**src/rtl/cache_controller.sv**
```systemverilog
// 2-way set-associative, write-back, write-allocate cache sequencer with a
// one-word line and a variable-latency RAM handshake.
module cache_controller #(
  parameter int ADDR_WIDTH  = 6,
  parameter int DATA_WIDTH  = 8,
  parameter int INDEX_WIDTH = 3,
  parameter int CNT_WIDTH   = 8
) (
  input  logic                  Clk,
  input  logic                  Reset,
  input  logic                  ReqValid,
  output logic                  ReqReady,
  input  logic                  ReqRWB,
  input  logic [ADDR_WIDTH-1:0] ReqAddress,
  input  logic [DATA_WIDTH-1:0] ReqData,
  output logic                  RespValid,
  output logic [DATA_WIDTH-1:0] RespData,
  output logic                  Hit,
  output logic                  MemReadEn,
  output logic                  MemWriteEn,
  output logic [ADDR_WIDTH-1:0] MemAddress,
  output logic [DATA_WIDTH-1:0] MemWriteData,
  input  logic [DATA_WIDTH-1:0] MemReadData,
  input  logic                  MemDone,
  output logic [CNT_WIDTH-1:0]  HitCount,
  output logic [CNT_WIDTH-1:0]  MissCount
);

  localparam int TAG_W = ADDR_WIDTH - INDEX_WIDTH;
  localparam int SETS  = 1 << INDEX_WIDTH;

  typedef enum logic [2:0] {IDLE, LOOKUP, WRITEBACK, REFILL, RESPOND} state_t;

  state_t                  state;
  logic                    req_rwb;
  logic [ADDR_WIDTH-1:0]   req_addr;
  logic [DATA_WIDTH-1:0]   req_data;
  logic                    way_q;

  logic [TAG_W-1:0]        tag_q   [2][SETS];
  logic [DATA_WIDTH-1:0]   data_q  [2][SETS];
  logic [SETS-1:0]         valid_q [2];
  logic [SETS-1:0]         dirty_q [2];
  logic [SETS-1:0]         lru_q;

  logic [INDEX_WIDTH-1:0]  idx;
  logic [TAG_W-1:0]        tg;
  logic                    hit0, hit1, victim, victim_dirty;
  logic                    arr_we, arr_way, arr_dirty;
  logic [DATA_WIDTH-1:0]   arr_data;

  assign idx = req_addr[INDEX_WIDTH-1:0];
  assign tg  = req_addr[ADDR_WIDTH-1:INDEX_WIDTH];

  always_comb begin
    hit0 = valid_q[0][idx] && (tag_q[0][idx] == tg);
    hit1 = valid_q[1][idx] && (tag_q[1][idx] == tg);
    if (!valid_q[0][idx])      victim = 1'b0;
    else if (!valid_q[1][idx]) victim = 1'b1;
    else                       victim = lru_q[idx];
    victim_dirty = valid_q[victim][idx] && dirty_q[victim][idx];
  end

  // Single line-write port: every hit update and install funnels through here.
  always_comb begin
    arr_we    = 1'b0;
    arr_way   = way_q;
    arr_data  = req_data;
    arr_dirty = 1'b1;
    case (state)
      LOOKUP: begin
        if (hit0 || hit1) begin
          arr_we    = 1'b1;
          arr_way   = hit1;
          arr_data  = req_rwb ? req_data : data_q[hit1][idx];
          arr_dirty = req_rwb | dirty_q[hit1][idx];
        end else if (req_rwb && !victim_dirty) begin
          arr_we  = 1'b1;
          arr_way = victim;
        end
      end
      WRITEBACK: arr_we = MemDone && req_rwb;
      REFILL: begin
        arr_we    = MemDone;
        arr_data  = MemReadData;
        arr_dirty = 1'b0;
      end
      default: ;
    endcase
  end

  always_ff @(posedge Clk or negedge Reset) begin
    if (!Reset) begin
      state        <= IDLE;
      ReqReady     <= 1'b1;
      RespValid    <= 1'b0;
      RespData     <= '0;
      Hit          <= 1'b0;
      MemReadEn    <= 1'b0;
      MemWriteEn   <= 1'b0;
      MemAddress   <= '0;
      MemWriteData <= '0;
      HitCount     <= '0;
      MissCount    <= '0;
      req_rwb      <= 1'b0;
      req_addr     <= '0;
      req_data     <= '0;
      way_q        <= 1'b0;
      lru_q        <= '0;
      for (int w = 0; w < 2; w++) begin
        valid_q[w] <= '0;
        dirty_q[w] <= '0;
        for (int s = 0; s < SETS; s++) begin
          tag_q[w][s]  <= '0;
          data_q[w][s] <= '0;
        end
      end
    end else begin
      if (arr_we) begin
        tag_q[arr_way][idx]   <= tg;
        data_q[arr_way][idx]  <= arr_data;
        valid_q[arr_way][idx] <= 1'b1;
        dirty_q[arr_way][idx] <= arr_dirty;
        lru_q[idx]            <= ~arr_way;
      end
      case (state)
        IDLE: begin
          if (ReqValid && ReqReady) begin
            req_rwb  <= ReqRWB;
            req_addr <= ReqAddress;
            req_data <= ReqData;
            ReqReady <= 1'b0;
            state    <= LOOKUP;
          end
        end
        LOOKUP: begin
          if (hit0 || hit1) begin
            if (HitCount != '1) HitCount <= HitCount + CNT_WIDTH'(1);
            Hit       <= 1'b1;
            RespValid <= 1'b1;
            RespData  <= req_rwb ? '0 : data_q[hit1][idx];
            state     <= RESPOND;
          end else begin
            if (MissCount != '1) MissCount <= MissCount + CNT_WIDTH'(1);
            Hit   <= 1'b0;
            way_q <= victim;
            if (victim_dirty) begin
              MemWriteEn   <= 1'b1;
              MemAddress   <= {tag_q[victim][idx], idx};
              MemWriteData <= data_q[victim][idx];
              state        <= WRITEBACK;
            end else if (!req_rwb) begin
              MemReadEn  <= 1'b1;
              MemAddress <= req_addr;
              state      <= REFILL;
            end else begin
              RespValid <= 1'b1;
              RespData  <= '0;
              state     <= RESPOND;
            end
          end
        end
        WRITEBACK: begin
          if (MemDone) begin
            MemWriteEn   <= 1'b0;
            MemWriteData <= '0;
            if (!req_rwb) begin
              MemReadEn  <= 1'b1;
              MemAddress <= req_addr;
              state      <= REFILL;
            end else begin
              MemAddress <= '0;
              RespValid  <= 1'b1;
              RespData   <= '0;
              state      <= RESPOND;
            end
          end
        end
        REFILL: begin
          if (MemDone) begin
            MemReadEn  <= 1'b0;
            MemAddress <= '0;
            RespValid  <= 1'b1;
            RespData   <= MemReadData;
            state      <= RESPOND;
          end
        end
        RESPOND: begin
          RespValid <= 1'b0;
          RespData  <= '0;
          Hit       <= 1'b0;
          ReqReady  <= 1'b1;
          state     <= IDLE;
        end
        default: state <= IDLE;
      endcase
    end
  end

endmodule

```
**config.mk**
```make
export PLATFORM = sky130hd
export DESIGN_NAME = cache_controller
export DESIGN_NICKNAME = d
export VERILOG_FILES = /design/src/rtl/cache_controller.sv
export SDC_FILE = /design/constraint.sdc
export NUM_CORES = 1
export LEC_CHECK = 0
export CAP_MARGIN = 5
export CORE_MARGIN = 3
export CORE_UTILIZATION = 25
export DETAILED_ROUTE_END_ITERATION = 8
export PLACE_DENSITY = 0.36
export SETUP_SLACK_MARGIN = 0.3
export SYNTH_ARGS = -nofsm -noshare
export SYNTH_HDL_FRONTEND = slang
export SYNTH_SLANG_ARGS = --single-unit
```
**constraint.sdc**
```tcl
create_clock -name Clk -period 6.3 [get_ports Clk]
set_input_delay 1.575 -clock Clk [delete_from_list [all_inputs] [get_ports Clk]]
set_output_delay 1.575 -clock Clk [all_outputs]
set_load 0.05 [all_outputs]
```
# After elaboration in Yosys (flattened, before gate mapping)
# Cells that the tools add are included.
[totals]
word_cells = 231
input_bits = 27
ff_bits = 278
[classes]
n_reduce_logical = 27
eq_ne = 16
mux = 118
order_cmp = 8
n_addsub = 2
bitwise_logic = 8
[op_table]
columns = ["operator", "count"]
rows = [
  ["$mux 64", 7],
  ["$mux 8", 26],
  ["$bwmux 128", 1],
  ["$mux 24", 4],
  ["$demux 64 s1", 1],
  ["$bmux 8 s3", 2],
  ["$bwmux 48", 1],
  ["$mux 3", 13],
  ["$mux 6", 6],
  ["$pmux 8 s2", 2],
  ["$pmux 8 s4", 1],
  ["$mux 1", 29],
  ["$bmux 3 s3", 3],
  ["$demux 24 s1", 1],
  ["$demux 8 s3", 1],
  ["$bmux 1 s3", 6],
  ["$pmux 6 s3", 1],
  ["$add 8x1->8 const B", 2],
  ["$bwmux 16", 1],
  ["$ne 8x8->1 const B", 2],
  ["$or 16x16->16", 1],
  ["$ne 2x2->1 const B", 6],
  ["$pmux 3 s4", 1],
  ["$reduce_and 5->1", 2],
  ["other kinds (32)", 59],
]

# Logic depth before layout (Yosys ltp)
# Gate-level depths: netlist (run 1).
[logic_depth]
ltp_word = 22
depth_mapped = 17
depth_no_buf = 11

# Least setup slack after synthesis (run 1)
# No wires, ideal clock.
[synth_timing]
path_type = "reg-to-reg"
from = "reg req_addr[0]"
to = "reg data_q[48] (netlist name)"
arrival_time_ns = 3.653
path_buffers = 4
stages_incl_launch_ff = 15
period_less_slack_ns = 3.778
slack_ns = 2.522
cell_sequence = "dfrtp_1 -> buf_2 -> inv_2 -> mux4_2 -> mux2_1 -> or4_1 -> buf_2 -> or2_1 -> buf_2 -> nor2_1 -> a211oi_1 -> mux2_2 -> nor3_2 -> buf_4 -> mux2_2"
[synth_between]
elab_chain_len = 22
word_cells_on_any_way = 62
[synth_lines]
columns = ["element", "line_no", "source"]
rows = [
  ["from (decl)", "36", "logic [ADDR_WIDTH-1:0] req_addr;"],
  ["from (signal assigned)", "130", "req_addr <= ReqAddress;"],
  ["$bmux 1 s3, on equally long branches", "60, 57, 59", ""],
  ["$mux 1, on equally long branches", "60, 57, 59", ""],
  ["$mux 1", "59", "else if (!valid_q[1][idx]) victim = 1'b1;"],
  ["$mux 1", "58", "if (!valid_q[0][idx]) victim = 1'b0;"],
  ["$not 1->2 (not written as such)", "61", "victim_dirty = valid_q[victim][idx] && dirty_q[victim][idx];"],
  ["$mux 8 (not written as such) (3 in series)", "61", ""],
  ["$bmux 1 s3", "61", ""],
  ["$mux 1 (not written as such)", "61", ""],
  ["(+4 left out)", "n/a", ""],
  ["$mux 1", "72", "if (hit0 || hit1) begin"],
  ["$mux 1", "70", "case (state)"],
  ["$not 1->2 (not written as such)", "121", "data_q[arr_way][idx] <= arr_data;"],
  ["$ge 2x2->1 (not written as such) or $lt 2x1->1 (tied branches)", "121", ""],
  ["$logic_and 1x1->1 (not written as such)", "121", ""],
  ["$mux 64 (not written as such)", "121", ""],
  ["$demux 64 s1", "121", ""],
  ["$bwmux 128", "121", ""],
  ["to (signal, indexed assignment)", "121", ""],
  ["to (decl)", "41", "logic [DATA_WIDTH-1:0] data_q [2][SETS];"],
]
# Parallel ways exist; a longest one is shown, timed or not. The select of a mux whose other input is x is not followed.
# A chain may end at the register's enable or synchronous reset.

# Worst setup path after layout (run 1)
[layout_timing]
from = "reg req_addr[0]"
to = "reg data_q[90] (netlist name)"
# The elaborated chain is that of the path after synthesis.

==> flow_metrics.tcl, run 1 <==
set metrics [dict create \
    fmax_mhz 190 \
    io_pins 70 \
    post_cts_buffers 0 \
    dieArea_sq_um 61800 \
    track_usage 0.185 \
    maxSlewHeadroom 0.238 \
    power.internal_mw 6.06 \
    place_congestion 0.810 \
    layout_common_cells "274 x dfrtp_1, 188 x mux2_2, 75 x nand2_1" \
    p_comb_frac 0.505 \
    clock_path_buffers 3 \
    synth_flop_cell "dfrtp_1" \
    critPathArrivalTime_ns 5.75 \
    syn_area_per_cell_sq_um 12.0 \
    drt_iter0_markers 702 \
    peakVddDrop_v 0.000257 \
    io_buffers 69 \
    start_util 0.254 \
    nets 1347 \
    cts_resized 0 \
    rsz0062_at_grt "no" \
    synthesis.nets 1256 \
    grt_first_pass_wirelength_microns 84100 \
    crit_path_top_delay_cell "dfrtp_4" \
    netlist_area_sq_um 14700 \
    switchingPower_mw 4.87 \
    htree_levels 2 \
    numCtsBuffers 37 \
    critPathKind "register to register" \
    die_w_microns 249 \
    final_hold_viol_count 0 \
    dp_hpwl_microns 39700 \
    area_growth_pct 21.0 \
    hold_path.class "register to register" \
    path_cells "inv_2, mux4_2, mux2_1, or4_1, or2_1, buf_4, or3_1, a221oi_2, o211ai_1, o211ai_2, mux2_2" \
    cp_num_buf_inv 2 \
    antenna_found_initial 1 \
    worstSetupStartpoint "req_addr[0]" \
    whs_ns 0.459 \
    viasPerCell 5.12 \
    vias 10800 \
    core_area_sq_um 57900 \
    critPathLaunchType "register" \
    tightest_slew_ns 1.13 \
    swShare 0.445 \
    power_density_nw_per_um2 613 \
    dr.pass1.iters 5 \
    layout_min_cycle_time_ns 5.26 \
    cpLargestDelayFamily "simple AND/OR/NAND/NOR gates" \
    dieHeight_microns 249 \
    report.final.slew_viol_count 0 \
    drtAntennaViolNets 0 \
    required_ns 6.79 \
    synth-seq-area-share 0.473 \
    endpoint_kind "register" \
    rows 88 \
    netlist_instances 1227 \
    pwr-share-clk 0.196 \
    grt-ovfl-total 0 \
    critPathMaxStageDelay_ns 0.90 \
    cts_tree "done" \
    status "completed" \
    fill_cells 5959 \
    drcViolationCount 0 \
    synth_cell_types 76 \
    hold_buffers 0 \
    clock_skew_ns 0.0212 \
    yosys_warnings 0 \
    clock-sinks 278 \
    r2r_start "req_addr[0]" \
    cp_max_fo 44 \
    cts.clk_slew.worst_paths_ns 0.06 \
    min_from "valid_q[9]" \
    n_antenna_cell 0 \
    final_util 0.307 \
    insertion_delay_ns 0.57 \
    async_flop_share 1.00 \
    p_leak_nw 7.53 \
    drv_cap 0 \
    fin_setup_tns_ns 0 \
    drt_wl_total_microns 57500 \
    setup_violations 0 \
    synth-seq-cells 278 \
    grt_max_degree 105 \
    wl_per_cell_microns 27.3 \
    pwr-share-seq 0.299 \
    root_buffer "clkbuf_16" \
    synth_edf_count 0 \
    post-route-period-util 0.834 \
    mostFrequentLayoutCell "dfrtp_1" \
    grt_pass1_vias 11200 \
    drive_above_1_share 0.298 \
]
metal layers:
| layer | part of all wire | track usage | routed length [microns] |
|---|---|---|---|
| met4 | 0.027 | 0.0550 | 1530 |
| met2 | 0.48 | 0.304 | 27500 |
| met5 | 0 | 0 | 0 |
| met3 | 0.037 | 0.0254 | 2130 |
| met1 | 0.46 | 0.253 | 26300 |
power groups by stage:
stage	Sequential [mW]	Clock, mW	Combinational, mW
floorplan	3.18	0	3.56
global placement	3.30	0	5.55
detailed placement	3.28	0	5.55
CTS	3.26	2.21	5.57
global route	3.37	2.28	5.91
finish	3.26	2.14	5.52
cells by family after synthesis:
logic type               count (synthesis)  synth area share
AO/OA/AOI/OAI                          237             0.114
XOR/XNOR                                18            0.0107
adder cells (fa/ha/maj)                  2           0.00170
buffers and inverters                  108            0.0353
flip-flops                             278             0.473
multiplexers                           337             0.280
AND/OR/NAND/NOR                        247            0.0850
cells in the mapped netlist, types with 10 or more instances:
master | instances | share of area
nand3_1 | 19 | 0.0065
o21ai_0 | 42 | 0.014
mux2i_1 | 72 | 0.049
xnor2_1 | 13 | 0.0077
buf_4 | 16 | 0.0082
a211oi_1 | 10 | 0.0051
clkbuf_1 | 35 | 0.0089
a21o_1 | 15 | 0.0077
a221oi_1 | 10 | 0.0060
mux4_2 | 37 | 0.057
or2_2 | 14 | 0.0060
nor2_1 | 49 | 0.013
mux2_2 | 188 | 0.14
a22oi_1 | 12 | 0.0061
nand2b_1 | 21 | 0.0089
buf_2 | 31 | 0.011
a21oi_1 | 34 | 0.012
o22ai_1 | 26 | 0.011
dfrtp_1 | 277 | 0.47
mux2_1 | 39 | 0.030
inv_1 | 18 | 0.0046
nand2_1 | 75 | 0.019
state kept, by name, indices dropped and copies added (netlist names), 3 cells and up:
signal / count
lru_q: 8
valid_q: 16
dirty_q: 16
MemWriteData: 8
RespData: 8
HitCount: 8
req_data: 8
MemAddress: 6
state: 3
MissCount: 8
data_q: 128
req_addr: 6
tag_q: 48
final cells by class:
class | instances | area [sq um] | area share
Clock buffer | 51 | 1050 | 0.0589
Sequential cell | 278 | 6960 | 0.391
Inverter | 20 | 75.1 | 0.00422
Clock inverter | 11 | 160 | 0.00899
Tap cell | 765 | 957 | 0.0538
Multi-Input combinational cell | 841 | 7280 | 0.409
Timing Repair Buffer | 140 | 1320 | 0.0739
metrics by stage:
stage | worst slack, ns | power [mW] | instance area (sq um) | cells
detailed placement | 1.09 | 8.83 | 16600 | 2044
CTS | 1.06 | 11.0 | 17800 | 2106
global placement | 1.19 | 8.85 | 16600 | 2044
finish | 1.04 | 10.9 | 17800 | 2106
floorplan | 2.52 | 6.74 | 14700 | 1227
global route | 0.773 | 11.6 | 17800 | 2106
final timing paths:
check                      depth (start not counted)  slack, ns          end
max                                               11       1.04   data_q[90]
min                                                1       0.46   valid_q[9]
max reg2reg                                       11       1.04   data_q[90]
min reg2reg                                        1       0.46   valid_q[9]
max in group asynchronous                          2       4.16  req_data[3]
min in group asynchronous                          1       1.08    tag_q[11]
worst register-to-register path, stage by stage, from the launching register on:
cell	delay (ns)
dfrtp_4	0.90
inv_2	0.26
mux4_2	0.49
mux2_1	0.31
or4_1	0.67
or2_1	0.57
buf_4	0.30
or3_1	0.39
a221oi_2	0.26
o211ai_1	0.19
o211ai_2	0.56
mux2_2	0.29
Note: power is estimated with default switching activity, not from simulation.
==> run 2: changes to the inputs <==
==> constraint.sdc (replaced) <==
create_clock -name Clk -period 5.2 [get_ports Clk]
set_input_delay 1.3 -clock Clk [delete_from_list [all_inputs] [get_ports Clk]]
set_output_delay 1.3 -clock Clk [all_outputs]
set_load 0.05 [all_outputs]
==> flow_metrics.tcl, run 2 (synthesized netlist as in run 1, its figures left out) <==
set metrics [dict create \
    status "completed" \
    start_util 0.254 \
    critPathKind "register to register" \
    maxSlewHeadroom 0.260 \
    seq_area_sq_um 6960 \
    area_growth_pct 22.1 \
    drtAntennaViolNets 0 \
    drt_wl_total_microns 58500 \
    core_area_sq_um 57900 \
    rows 88 \
    met1_length_microns 26600 \
    grt_max_degree 101 \
    mostFrequentLayoutCell "dfrtp_1" \
    clock_skew_ns 0.0246 \
    endpoint_kind "register" \
    critPathArrivalTime_ns 5.14 \
    final_hold_viol_count 0 \
    grt_pass1_vias 11500 \
    dpl-instance-area_sq_um 16700 \
    dr.pass1.iters 4 \
    vias 11000 \
    pwr-share-seq 0.287 \
    layout_common_cells "274 x dfrtp_1, 188 x mux2_2, 89 x buf_4" \
    post-route-period-util 0.907 \
    io_buffers 69 \
    regMostFlops "data_q" \
    clock_path_buffers 3 \
    peakVddDrop_v 0.000412 \
    tightest_slew_ns 1.11 \
    track_usage 0.188 \
    grt-ovfl-total 0 \
    drv_cap 0 \
    largest_register_ffs 128 \
    drcViolationCount 0 \
    place_ws_ns 0.470 \
    antenna_found_initial 2 \
    swShare 0.444 \
    wl_per_cell_microns 27.5 \
    dieArea_sq_um 61800 \
    drive_above_1_share 0.309 \
    dp_hpwl_microns 40400 \
    reg_top3 "data_q (128), tag_q (48)" \
    switchingPower_mw 5.96 \
    critPathLaunchType "register" \
    top_layer "met4" \
    required_ns 5.62 \
    grt_first_pass_wirelength_microns 85400 \
    multiInputGateArea_sq_um 7300 \
    n_antenna_cell 0 \
    report.final.slew_viol_count 0 \
    p_comb_frac 0.521 \
    nets 1369 \
    die_w_microns 249 \
    power_density_nw_per_um2 748 \
    rsz0062_at_grt "no" \
    dr_wl_met3_microns 2910 \
    cts_tree "done" \
    dieHeight_microns 249 \
    met2_length_microns 27000 \
    dp_cells 2067 \
    setup_violations 0 \
    worst_slack_ns 0.482 \
    clock-sinks 278 \
    viasPerCell 5.15 \
    power.internal_mw 7.47 \
    io_pins 70 \
    hold_path.class "register to register" \
    fin_setup_tns_ns 0 \
    layout_min_cycle_time_ns 4.72 \
    final_util 0.310 \
    fin_cells 2130 \
    fill_cells 5905 \
    cp_max_fo 18 \
    numCtsBuffers 36 \
    place_congestion 0.838 \
    insertion_delay_ns 0.55 \
    design_area_sq_um 18000 \
    p_leak_nw 7.66 \
    htree_levels 2 \
    cts.clk_slew.worst_paths_ns 0.06 \
    fmax_mhz 212 \
    power_mw 13.4 \
    pwr-share-clk 0.192 \
    whs_ns 0.467 \
    root_buffer "clkbuf_16" \
    drt_iter0_markers 685 \
]
-- run 2: cell types whose count changed in the layout (fill, tap and decap cells not counted), sizes merged --
cell / change
buf: +23
clkbuf: +4
clkinv: -4
inv: +1
-- run 2: worst max-delay path: stages (launching register included) --
cell and delay, ns:
dfrtp_2 0.60, buf_4 0.29, buf_4 0.36, nor3_1 0.15, buf_4 0.20, a22oi_1 0.19, o221ai_1 0.17, xnor2_1 0.27
and4_1 0.42, buf_4 0.32, o21ai_0 0.17, buf_4 0.23, a21o_1 0.20, a221o_1 0.62, mux2_2 0.38
-- run 2: routing by layer --
metal,track usage,up-vias
met5,0,-
li1,-,4820
met4,0.0682,0
met2,0.300,306
met3,0.0340,103
met1,0.255,5738
-- run 2: path summary, 6_finish.rpt --
| kind | startpoint | end | slack [ns] | cells after the start |
|---|---|---|---|---|
| hold reg to reg | valid_q[11] | valid_q[11] | 0.47 | 1 |
| setup reg to reg | req_addr[1] | data_q[15] | 0.48 | 14 |
| setup / recovery | req_addr[1] | data_q[15] | 0.48 | 14 |
| max in group asynchronous | Reset | ReqReady | 3.30 | 2 |
| hold / removal | valid_q[11] | valid_q[11] | 0.47 | 1 |
| min in group asynchronous | Reset | tag_q[41] | 0.81 | 1 |
-- run 2: cell type report --
cell class                 instances  share of cell area
tap                              765              0.0533
sequential                       278               0.388
clock inverter                     8             0.00682
clock buffer                      55              0.0603
timing repair buffer             163              0.0815
multi-input combinational        841               0.406
inverter                          20             0.00418
-- run 2: timing repair --
item | CTS | global route
hold endpoints to repair | 0 | 0
gates resized for setup | 0 | 2
buffers inserted | 0 | 0
setup endpoints to repair | 0 | 24
hold buffers | 0 | 0
-- run 2: power groups by stage --
stage / clock network, mW / logic [mW] / registers [mW]
floorplan: 0 / 4.31 / 3.85
global placement: 0 / 6.99 / 3.89
detailed placement: 0 / 6.98 / 3.87
CTS: 2.66 / 7.01 / 3.85
global route: 2.75 / 7.45 / 3.97
finish: 2.58 / 7.00 / 3.85
==> run 3: changes to the inputs <==
--- a/config.mk
+++ b/config.mk
@@ -9,6 +9,7 @@
 export CORE_MARGIN = 3
 export CORE_UTILIZATION = 25
 export DETAILED_ROUTE_END_ITERATION = 8
+export GPL_TIMING_DRIVEN = 0
 export PLACE_DENSITY = 0.36
 export SETUP_SLACK_MARGIN = 0.3
 export SYNTH_ARGS = -nofsm -noshare
==> flow_metrics.tcl, run 3 (synthesized netlist as in run 1, its figures left out) <==
set metrics [dict create \
    status "completed" \
    reg_top3 "data_q (128), tag_q (48)" \
    drcViolationCount 0 \
    mostFrequentLayoutCell "dfrtp_1" \
    critPathLaunchType "register" \
    viasPerCell 5.22 \
    critPathArrivalTime_ns 5.28 \
    io_buffers 69 \
    worstReg2RegEnd "data_q[79]" \
    min_from "valid_q[13]" \
    cp_max_fo 10 \
    clock_skew_ns 0.0213 \
    cp_num_cells 14 \
    peakVddDrop_v 0.000330 \
    rows 88 \
    cpLargestDelayFamily "buffers and inverters" \
    endpoint_kind "register" \
    numCtsBuffers 37 \
    drt_wl_total_microns 63400 \
    place_ws_ns -1.34 \
    worst_slack_ns 0.355 \
    track_usage 0.203 \
    critPathMaxStageDelay_ns 0.51 \
    fmax_mhz 206 \
    tightest_slew_ns 1.25 \
    dieHeight_microns 249 \
    start_util 0.254 \
    regMostFlops "data_q" \
    final_hold_viol_count 0 \
    drive_above_1_share 0.318 \
    setup_violations 0 \
    required_ns 5.63 \
    fin_setup_tns_ns 0 \
    cp_num_buf_inv 5 \
    layout_min_cycle_time_ns 4.85 \
    ff2ff_path_depth 14 \
    drt_iter0_markers 809 \
    root_buffer "clkbuf_16" \
    rsz0062_at_grt "yes" \
    power_density_nw_per_um2 778 \
    clock_path_buffers 3 \
    area_growth_pct 23.9 \
    n_antenna_cell 0 \
    hold_end "valid_q[13]" \
    layout_common_cells "277 x dfrtp_1, 187 x mux2_2, 74 x nand2_1" \
    drtAntennaViolNets 0 \
    dr.pass1.iters 4 \
    place_congestion 0.817 \
    maxSlewHeadroom 0.156 \
    r2r_start "req_addr[2]" \
    dp_hpwl_microns 43100 \
    post-route-period-util 0.932 \
    drv_cap 0 \
    report.final.slew_viol_count 0 \
    insertion_delay_ns 0.56 \
    htree_levels 2 \
    crit_path_top_delay_cell "a221o_2" \
    hold_buffers 0 \
    dieArea_sq_um 61800 \
    die_w_microns 249 \
    io_pins 70 \
    vias 11200 \
    grt_pass1_vias 11700 \
    wl_per_cell_microns 29.5 \
    nets 1388 \
    cts.clk_slew.worst_paths_ns 0.06 \
    grt-ovfl-total 0 \
    path_cells "buf_2, buf_4, buf_2, nor2b_4, a22oi_1, o221ai_1, xnor2_1, and4_2, buf_4, o21ai_2, a21o_1, a221o_2, clkbuf_1, mux2_2" \
    grt_first_pass_wirelength_microns 90200 \
    core_area_sq_um 57900 \
    p_leak_nw 7.74 \
    largest_register_ffs 128 \
    antenna_found_initial 0 \
    clock-sinks 278 \
    reg2reg_slack_ns 0.35 \
    critPathKind "register to register" \
    hold_path.class "register to register" \
    min_path_cells 1 \
    cts_tree "done" \
    grt_max_degree 100 \
]
## run 3: through the flow
stage	instances	hold WS (ns)	power, mW	util	cell area (sq um)
after global routing	2151	0.476	14.9	0.315	18200
after floorplan	1227	0.428	8.17	-	14700
after detailed placement	2063	0.449	10.9	0.284	16400
after global placement	2061	0.447	10.9	0.282	16400
final	2151	0.457	14.2	0.315	18200
after CTS	2140	0.462	14.1	0.312	18100
## run 3: final cells by class
| class | count | area [sq um] |
|---|---|---|
| Buffer | 88 | 524 |
| Clock buffer | 52 | 1080 |
| Clock inverter | 14 | 249 |
| Fill cell | 5932 | 39700 |
| Inverter | 20 | 76.3 |
| Multi-Input combinational cell | 841 | 7470 |
| Sequential cell | 278 | 6960 |
| Tap cell | 765 | 957 |
| Timing Repair Buffer | 93 | 916 |
## run 3: worst max path at each step
stage | start | endpoint | slack, ns
2_1_floorplan | req_addr[0] | data_q[48] | 1.42
4_1_cts | req_addr[2] | data_q[55] | 0.22
3_5_place_dp | req_addr[2] | data_q[22] | -1.34
6_report | req_addr[2] | data_q[79] | 0.35
3_3_place_gp | Reset | data_q[50] | -10.67
5_1_grt | req_addr[0] | data_q[55] | 0.27
## run 3: what timing repair did
item / 4_1_cts / 5_1_grt
gates resized for setup: 67 / 28
pin swaps: 6 / 4
setup endpoints to repair: 253 / 152
buffers inserted: 11 / 11
## run 3: layer usage
metal	track usage	part of all wire
met1	0.269	0.44
met2	0.325	0.47
met3	0.0441	0.059
met4	0.0739	0.036
met5	0	0
## run 3: where the power goes
| part | switching, mW | total [mW] | internal (mW) | leakage (nW) |
|---|---|---|---|---|
| clock | 1.05 | 2.85 | 1.80 | 0.659 |
| sequential | 0.716 | 3.73 | 3.01 | 3.51 |
| combinational | 4.69 | 7.60 | 2.91 | 3.57 |
| total | 6.45 | 14.2 | 7.73 | 7.74 |
